<file path="src/rtl/aes_core_arbiter.sv">
// Round-robin sharing of one AES-128 core between two requesters: capture PT, run the core, return CT.
// Core is held in reset outside RUN; a RUN-cycle counter aborts a transaction whose core never reports ready.
module aes_core_arbiter #(
    parameter int TIMEOUT_CYCLES = 255,
    parameter int CNT_W          = 8
) (
    input  logic         Clk,
    input  logic         Rst,
    input  logic         Req0,
    input  logic         Req1,
    input  logic [127:0] PT0,
    input  logic [127:0] PT1,
    output logic         Ack0,
    output logic         Ack1,
    output logic         Done0,
    output logic         Done1,
    output logic         Err,
    output logic [127:0] CT_out,
    output logic         Busy,
    output logic         Owner,
    output logic         Core_Rst,
    output logic         Core_En,
    output logic [127:0] Core_PT,
    input  logic         Core_Ry,
    input  logic [127:0] Core_CT
);

    typedef enum logic [1:0] {S_IDLE, S_LOAD, S_RUN, S_DONE} state_t;

    localparam logic [CNT_W-1:0] CNT_LAST = CNT_W'(TIMEOUT_CYCLES - 1);

    state_t             state_q, state_d;
    logic [CNT_W-1:0]   cnt_q, cnt_d;
    logic               ls_q, ls_d;
    logic               owner_q, owner_d;
    logic [127:0]       core_pt_q, core_pt_d;
    logic [127:0]       ct_q, ct_d;
    logic               ack0_q, ack0_d, ack1_q, ack1_d;
    logic               done0_q, done0_d, done1_q, done1_d;
    logic               err_q, err_d;
    logic               busy_q, busy_d;
    logic               core_rst_q, core_rst_d;
    logic               core_en_q, core_en_d;
    logic               grant;

    always_comb begin
        state_d   = state_q;
        cnt_d     = cnt_q;
        ls_d      = ls_q;
        owner_d   = owner_q;
        core_pt_d = core_pt_q;
        ct_d      = ct_q;
        ack0_d    = 1'b0;
        ack1_d    = 1'b0;
        done0_d   = 1'b0;
        done1_d   = 1'b0;
        err_d     = 1'b0;
        grant     = 1'b0;

        case (state_q)
            S_IDLE: begin
                if (Req0 || Req1) begin
                    // On a tie the requester not served last time wins.
                    grant     = (Req0 && Req1) ? ~ls_q : Req1;
                    owner_d   = grant;
                    ls_d      = grant;
                    core_pt_d = grant ? PT1 : PT0;
                    ack0_d    = ~grant;
                    ack1_d    = grant;
                    state_d   = S_LOAD;
                end
            end
            S_LOAD: begin
                cnt_d   = '0;
                state_d = S_RUN;
            end
            S_RUN: begin
                cnt_d = cnt_q + 1'b1;
                if (Core_Ry) begin
                    ct_d    = Core_CT;
                    done0_d = ~owner_q;
                    done1_d = owner_q;
                    state_d = S_DONE;
                end else if (cnt_q == CNT_LAST) begin
                    // Err doubles as the timeout flag; it lives exactly for the DONE cycle.
                    ct_d    = '0;
                    err_d   = 1'b1;
                    done0_d = ~owner_q;
                    done1_d = owner_q;
                    state_d = S_DONE;
                end
            end
            S_DONE: begin
                state_d = S_IDLE;
            end
            default: state_d = S_IDLE;
        endcase

        busy_d     = (state_d != S_IDLE);
        core_rst_d = (state_d != S_RUN);
        core_en_d  = (state_d == S_RUN);
    end

    always_ff @(posedge Clk) begin
        if (Rst) begin
            state_q    <= S_IDLE;
            cnt_q      <= '0;
            ls_q       <= 1'b1;
            owner_q    <= 1'b0;
            core_pt_q  <= '0;
            ct_q       <= '0;
            ack0_q     <= 1'b0;
            ack1_q     <= 1'b0;
            done0_q    <= 1'b0;
            done1_q    <= 1'b0;
            err_q      <= 1'b0;
            busy_q     <= 1'b0;
            core_rst_q <= 1'b1;
            core_en_q  <= 1'b0;
        end else begin
            state_q    <= state_d;
            cnt_q      <= cnt_d;
            ls_q       <= ls_d;
            owner_q    <= owner_d;
            core_pt_q  <= core_pt_d;
            ct_q       <= ct_d;
            ack0_q     <= ack0_d;
            ack1_q     <= ack1_d;
            done0_q    <= done0_d;
            done1_q    <= done1_d;
            err_q      <= err_d;
            busy_q     <= busy_d;
            core_rst_q <= core_rst_d;
            core_en_q  <= core_en_d;
        end
    end

    assign Ack0     = ack0_q;
    assign Ack1     = ack1_q;
    assign Done0    = done0_q;
    assign Done1    = done1_q;
    assign Err      = err_q;
    assign CT_out   = ct_q;
    assign Busy     = busy_q;
    assign Owner    = owner_q;
    assign Core_Rst = core_rst_q;
    assign Core_En  = core_en_q;
    assign Core_PT  = core_pt_q;

endmodule

</file>
<file path="config.mk">
export PLATFORM = sky130hd
export DESIGN_NAME = aes_core_arbiter
export DESIGN_NICKNAME = d
export VERILOG_FILES = /design/src/rtl/aes_core_arbiter.sv
export SDC_FILE = /design/constraint.sdc
export NUM_CORES = 1
export LEC_CHECK = 0
export CORE_AREA = 2 2 256 258
export CTS_BUF_LIST = sky130_fd_sc_hd__clkbuf_8 sky130_fd_sc_hd__clkbuf_16
export CTS_CLUSTER_SIZE = 10
export DETAILED_ROUTE_END_ITERATION = 16
export DIE_AREA = 0 0 258 260
export HOLD_SLACK_MARGIN = 0.03
export SLEW_MARGIN = 10
export SYNTH_ARGS = -nofsm -noshare
export SYNTH_HDL_FRONTEND = slang
export SYNTH_SLANG_ARGS = --single-unit
</file>
<file path="constraint.sdc">
create_clock -name Clk -period 5.8 [get_ports Clk]
set_clock_uncertainty 0.2 [all_clocks]
set_input_delay 1.74 -clock Clk [delete_from_list [all_inputs] [get_ports Clk]]
set_output_delay 1.74 -clock Clk [all_outputs]
set_load 0.05 [all_outputs]
</file>
==> impl_metrics.ini, run 1 <==
[grt]
grt_start_max_net_pins = 131
grt_pass1_wl_um = 75400
track_usage = 0.143
grt_antenna_before_repair = 11
overflow = 0
grt_pass1_vias = 12600

[logic_synthesis]
synthAdderAreaFrac = 0.00508
synthXorXnorAreaFrac = 0.00214
synth_compound_area_frac = 0.303
synth_top_family_by_area = compound AO/OA/AOI/OAI gates
synth_edf_count = 0
netlist_area_um2 = 12300
yosys.area_share.simple = 0.172
netlist-cell-type-count = 36
syn_nets = 1782
synth_flop_cell = dfxtp_1
synthArstFlopShare = 0
ys_seq_area_frac = 0.449
yosysWarnings = 0
syn_avg_cell_area_um2 = 8.87
ys_ff_latch = 276
synthMuxAreaShare = 0
syn_inst = 1388

[route]
via_per_inst = 4.52
wire_per_inst_um = 17.9
drt_first_pass_iters = 5
ant_nets = 0
drc = 0
drt-initial-drc-count = 897
vias = 12900
drt_wl_total_um = 51000

[critical_path]
crit_family = buffers and inverters
critPathCaptureType = primary output
critical_path_buf_inv_count = 1
rrSetupSlack_ns = 2.66
r2r-start = state_q[0]$_SDFF_PP0_
required_ns = 3.86
critPathMaxFanout = 4
rr_worst_depth = 5
cp_data_arrival_time_ns = 2.01
slowest_stage = clkdlybuf4s50_1
cp_cell_sequence = clkdlybuf4s50_1
criticalPathCategory = reg -> out
start_kind = register
reg2reg_to = CT_out[122]$_SDFFE_PP0P_
worst_path_largest_cell_delay_ns = 1.02

[sta]
hold_viol = 0
max_freq_mhz = 253
rsz0062_at_grt = no
relSlewSlack = 0.283
whs_ns = 0.291
drv_slew = 0
fin_crit_ns = 3.95
finalSetupTns_ns = 0
period_share = 0.681
tightest_slew_ns = 1.07
setup_viol = 0

[die]
rows = 93
core_um2 = 64100
start_util = 0.192
fp.dieArea_um2 = 67100
die_width_um = 258
ios = 654
die-height_um = 260

[final_layout]
syn2layout_area_growth_pct = 67.5
final_common_cell = clkdlybuf4s50_1
nets = 2358
num-fill-cells = 6586
drive_above_1_share = 0.0991
layout_common_cells = 652 x clkdlybuf4s50_1, 388 x nand2_1, 276 x dfxtp_1
final_cell_area_um2 = 20600

[run_status]
outcome = complete, no violations

[min_path]
hp-start = cnt_q[7]$_SDFFE_PP0P_
whs_path_depth = 2
hold_class = reg -> reg
min_to = cnt_q[7]$_SDFFE_PP0P_

[placed_design]
place_area_um2 = 19400
dpl.hpwl_um = 37000
globalplace.congestion = 0.815
port_buffers = 653

[cts]
clockBufferDepth = 3
root_buffer = clkbuf_16
cts_hold_buffers = 0
ctsResizeCount = 0
cts_tree = yes
clk_latency_ns = 0.54
clock-sinks = 276
cts_buffers = 37
clkTransAtPathRegs_ns = 0.05
htreeDepth = 2
postCtsSetupRepairBufs = 0

[pwr]
ir_worst_vdd_v = 0.000251
p_leak_nw = 6.90
power.density_nw_per_um2 = 444

[job]
cap_violations = 0
## how the worst max path moves through the flow
stage	from	endpoint	cells past startpoint
2_1_floorplan	Rst	CT_out[14]$_SDFFE_PP0P_	4
3_3_place_gp	Core_Ry	CT_out[14]$_SDFFE_PP0P_	5
3_5_place_dp	Req0	Core_PT[112]$_SDFFE_PP0P_	5
4_1_cts	Owner$_SDFFE_PP0P_	Owner	1
5_1_grt	Owner$_SDFFE_PP0P_	Owner	1
6_report	Owner$_SDFFE_PP0P_	Owner	1
## synthesized netlist by cell type, types with 4 or more instances
cell,count,area (µm²)
a311oi_1,147,1290
dfxtp_1,276,5530
buf_1,4,15.0
a21oi_1,136,681
clkbuf_1,49,184
buf_4,8,60.1
buf_2,59,295
o21ai_0,5,25.0
nand2_1,388,1460
buf_6,25,282
ha_1,5,62.6
a311oi_2,110,1650
inv_1,5,18.8
nor2_1,133,499
## through the flow
stage           util  total power (W)  setup slack (ns)  instances
4_1_cts        0.321          0.00928              1.78       2843
2_1_floorplan      -          0.00544              2.81       1388
3_5_place_dp   0.303          0.00697              1.54       2780
5_1_grt        0.321          0.00963              1.77       2846
3_3_place_gp   0.303          0.00692              1.63       2780
6_report       0.321          0.00915              1.85       2847
## sequential cells by signal, summed over array words and instances (netlist names)
signal and count:
Core_Rst 1, Done1 1, ls_q 1, Busy 1, CT_out 128, Ack1 1, state_q 2, Core_En 1
cnt_q 8, Done0 1, Err 1, Core_PT 128, Ack0 1, Owner 1
## report_power, final
group,internal (W),total [W],switching (W)
clock,0.00133,0.00223,0.000898
combinational,0.00148,0.00436,0.00288
sequential,0.00232,0.00256,0.000238
## layout make-up
class / count / area (µm²) / share of cell area
Sequential cell: 276 / 5530 / 0.268
Clock inverter: 23 / 199 / 0.00965
Inverter: 5 / 18.8 / 0.000911
Clock buffer: 40 / 967 / 0.0469
Multi-Input combinational cell: 962 / 5970 / 0.290
Tap cell: 855 / 1070 / 0.0519
Timing Repair Buffer: 682 / 6850 / 0.332
Antenna cell: 4 / 10.0 / 0.000486
## layer usage
layer / share of wire / track usage
met3: 0.085 / 0.0474
met1: 0.40 / 0.165
met2: 0.49 / 0.247
met5: 0.00031 / 0
met4: 0.025 / 0.0466
## logic make-up (layout without fill, tap and decap cells)
family | after synthesis | after routing
and+or+nand+nor | 546 | 546
adders and majority gates | 5 | 5
AOI/OAI and AO/OA | 408 | 408
DFF | 276 | 276
buffers and inverters | 150 | 750
xor gates and xnor gates | 3 | 3
other | 0 | 4
Power figures use the tool's default switching activity.
==> run 2: changes to the inputs <==
Clock period 5.8 ns to 4.1 ns, I/O delays scaled along.
==> run 2 against run 1 <==
Via count is 0.44% higher; critical endpoint unchanged; first-iteration DRC count is 16% lower; routed wire length is 0.33% higher; design area is 0.43% higher; register-to-register slack worse by 0.97 ns; count of clock-buffer cells in the layout stayed put; sequential share of layout area is 0.12 points lower; clock power is 28% higher; hold slack worse by 0.0025 ns; sequential cell count stayed put; final cell count is 0.11% higher; global-route usage is 0.061 points higher; largest cell class unchanged.
==> impl_metrics.ini, run 2 (synthesized netlist as in run 1, its figures left out) <==
[job]
cap_violations = 0

[cts]
htreeDepth = 2
cts_hold_buffers = 0
ctsResizeCount = 0
postCtsSetupRepairBufs = 0
clock-sinks = 276
cts_tree = yes
clockBufferDepth = 3
root_buffer = clkbuf_16
clk_latency_ns = 0.53
cts_buffers = 35
clkTransAtPathRegs_ns = 0.05

[die]
die-height_um = 260
rows = 93
die_width_um = 258
core_um2 = 64100
ios = 654
start_util = 0.192
fp.dieArea_um2 = 67100

[pwr]
p_leak_nw = 6.91
combinationalPowerShare = 0.491
ir_worst_vdd_v = 0.000404
swShare = 0.442
p_seq_frac = 0.285
internal-power_w = 0.00712
power.density_nw_per_um2 = 616
p_switching_w = 0.00563
clockPowerShare = 0.224

[grt]
grt_pass1_wl_um = 75900
grt_antenna_before_repair = 11
track_usage = 0.143
grt_start_max_net_pins = 133
overflow = 0
grt_pass1_vias = 12800

[final_layout]
final_common_cell = clkdlybuf4s50_1
drive_above_1_share = 0.105
syn2layout_area_growth_pct = 68.2
nets = 2373
utilization = 0.323
layout_common_cells = 652 x clkdlybuf4s50_1, 388 x nand2_1, 276 x dfxtp_1

[sta]
fin_crit_ns = 3.37
rsz0062_at_grt = no
period_share = 0.823
relSlewSlack = 0.403
tightest_slew_ns = 0.895
hold_viol = 0
max_freq_mhz = 297
drv_slew = 0
finalSetupTns_ns = 0
setup_viol = 0

[critical_path]
worst_path_largest_cell_delay_ns = 0.93
criticalPathCategory = reg -> out
start_kind = register
rrSetupSlack_ns = 1.69
cp_data_arrival_time_ns = 1.94
crit_family = buffers and inverters
critical_path_buf_inv_count = 1
critPathMaxFanout = 4
cp_cell_sequence = clkdlybuf4s50_1
slowest_stage = clkdlybuf4s50_1
required_ns = 2.67
critPathCaptureType = primary output

[placed_design]
globalplace.congestion = 0.837
dpl.hpwl_um = 37500
port_buffers = 653

[route]
drt_first_pass_iters = 5
wire_per_inst_um = 18.0
ant_nets = 0
drt-initial-drc-count = 755
drc = 0
via_per_inst = 4.54
vias = 12900
drt_wl_total_um = 51200

[min_path]
hold_class = reg -> reg

[run_status]
outcome = complete, no violations
run 2: area by class of cell:
cell class                      count  area (µm²)
Inverter                            5        18.8
Clock buffer                       40         956
Sequential cell                   276        5530
Antenna cell                        3        7.51
Clock inverter                     10        61.3
Timing Repair Buffer              699        7090
Fill cell                        6586       43400
Multi-Input combinational cell    962        5970
Tap cell                          855        1070
run 2: through the flow:
stage               hold WS [ns]  cell area [µm²]  power [W]  setup slack, ns  instances
floorplan                  0.254            12300    0.00770             1.62       1388
global placement           0.277            19700    0.00988            0.642       2797
detailed placement         0.285            19700    0.00997            0.581       2797
CTS                        0.293            20700     0.0129            0.619       2847
global route               0.310            20700     0.0134            0.608       2850
finish                     0.289            20700     0.0128            0.727       2850
run 2: path summary, 6_finish.rpt:
check,startpoint,endpoint,depth (start not counted)
worst max-delay path,Owner$_SDFFE_PP0P_,Owner,1
worst min-delay path,cnt_q[7]$_SDFFE_PP0P_,cnt_q[7]$_SDFFE_PP0P_,2
worst max register to register,state_q[0]$_SDFF_PP0_,Core_PT[74]$_SDFFE_PP0P_,6
worst min register to register,cnt_q[7]$_SDFFE_PP0P_,cnt_q[7]$_SDFFE_PP0P_,2
run 2: metal layers:
layer  up-vias  GRT usage  routed length [µm]
met3        97     0.0464                4500
met1      6001      0.164               20100
met4         2     0.0515                1610
li1       6227          -                   -
met2       607      0.250               25000
met5         -          0                  13
run 2: power by group through the flow:
stage	Combinational, W	Sequential [W]	Clock (W)
after global placement	0.00621	0.00367	0
after floorplan	0.00208	0.00562	0
after detailed placement	0.00629	0.00368	0
after global routing	0.00663	0.00371	0.00306
after CTS	0.00630	0.00364	0.00297
final	0.00626	0.00364	0.00285
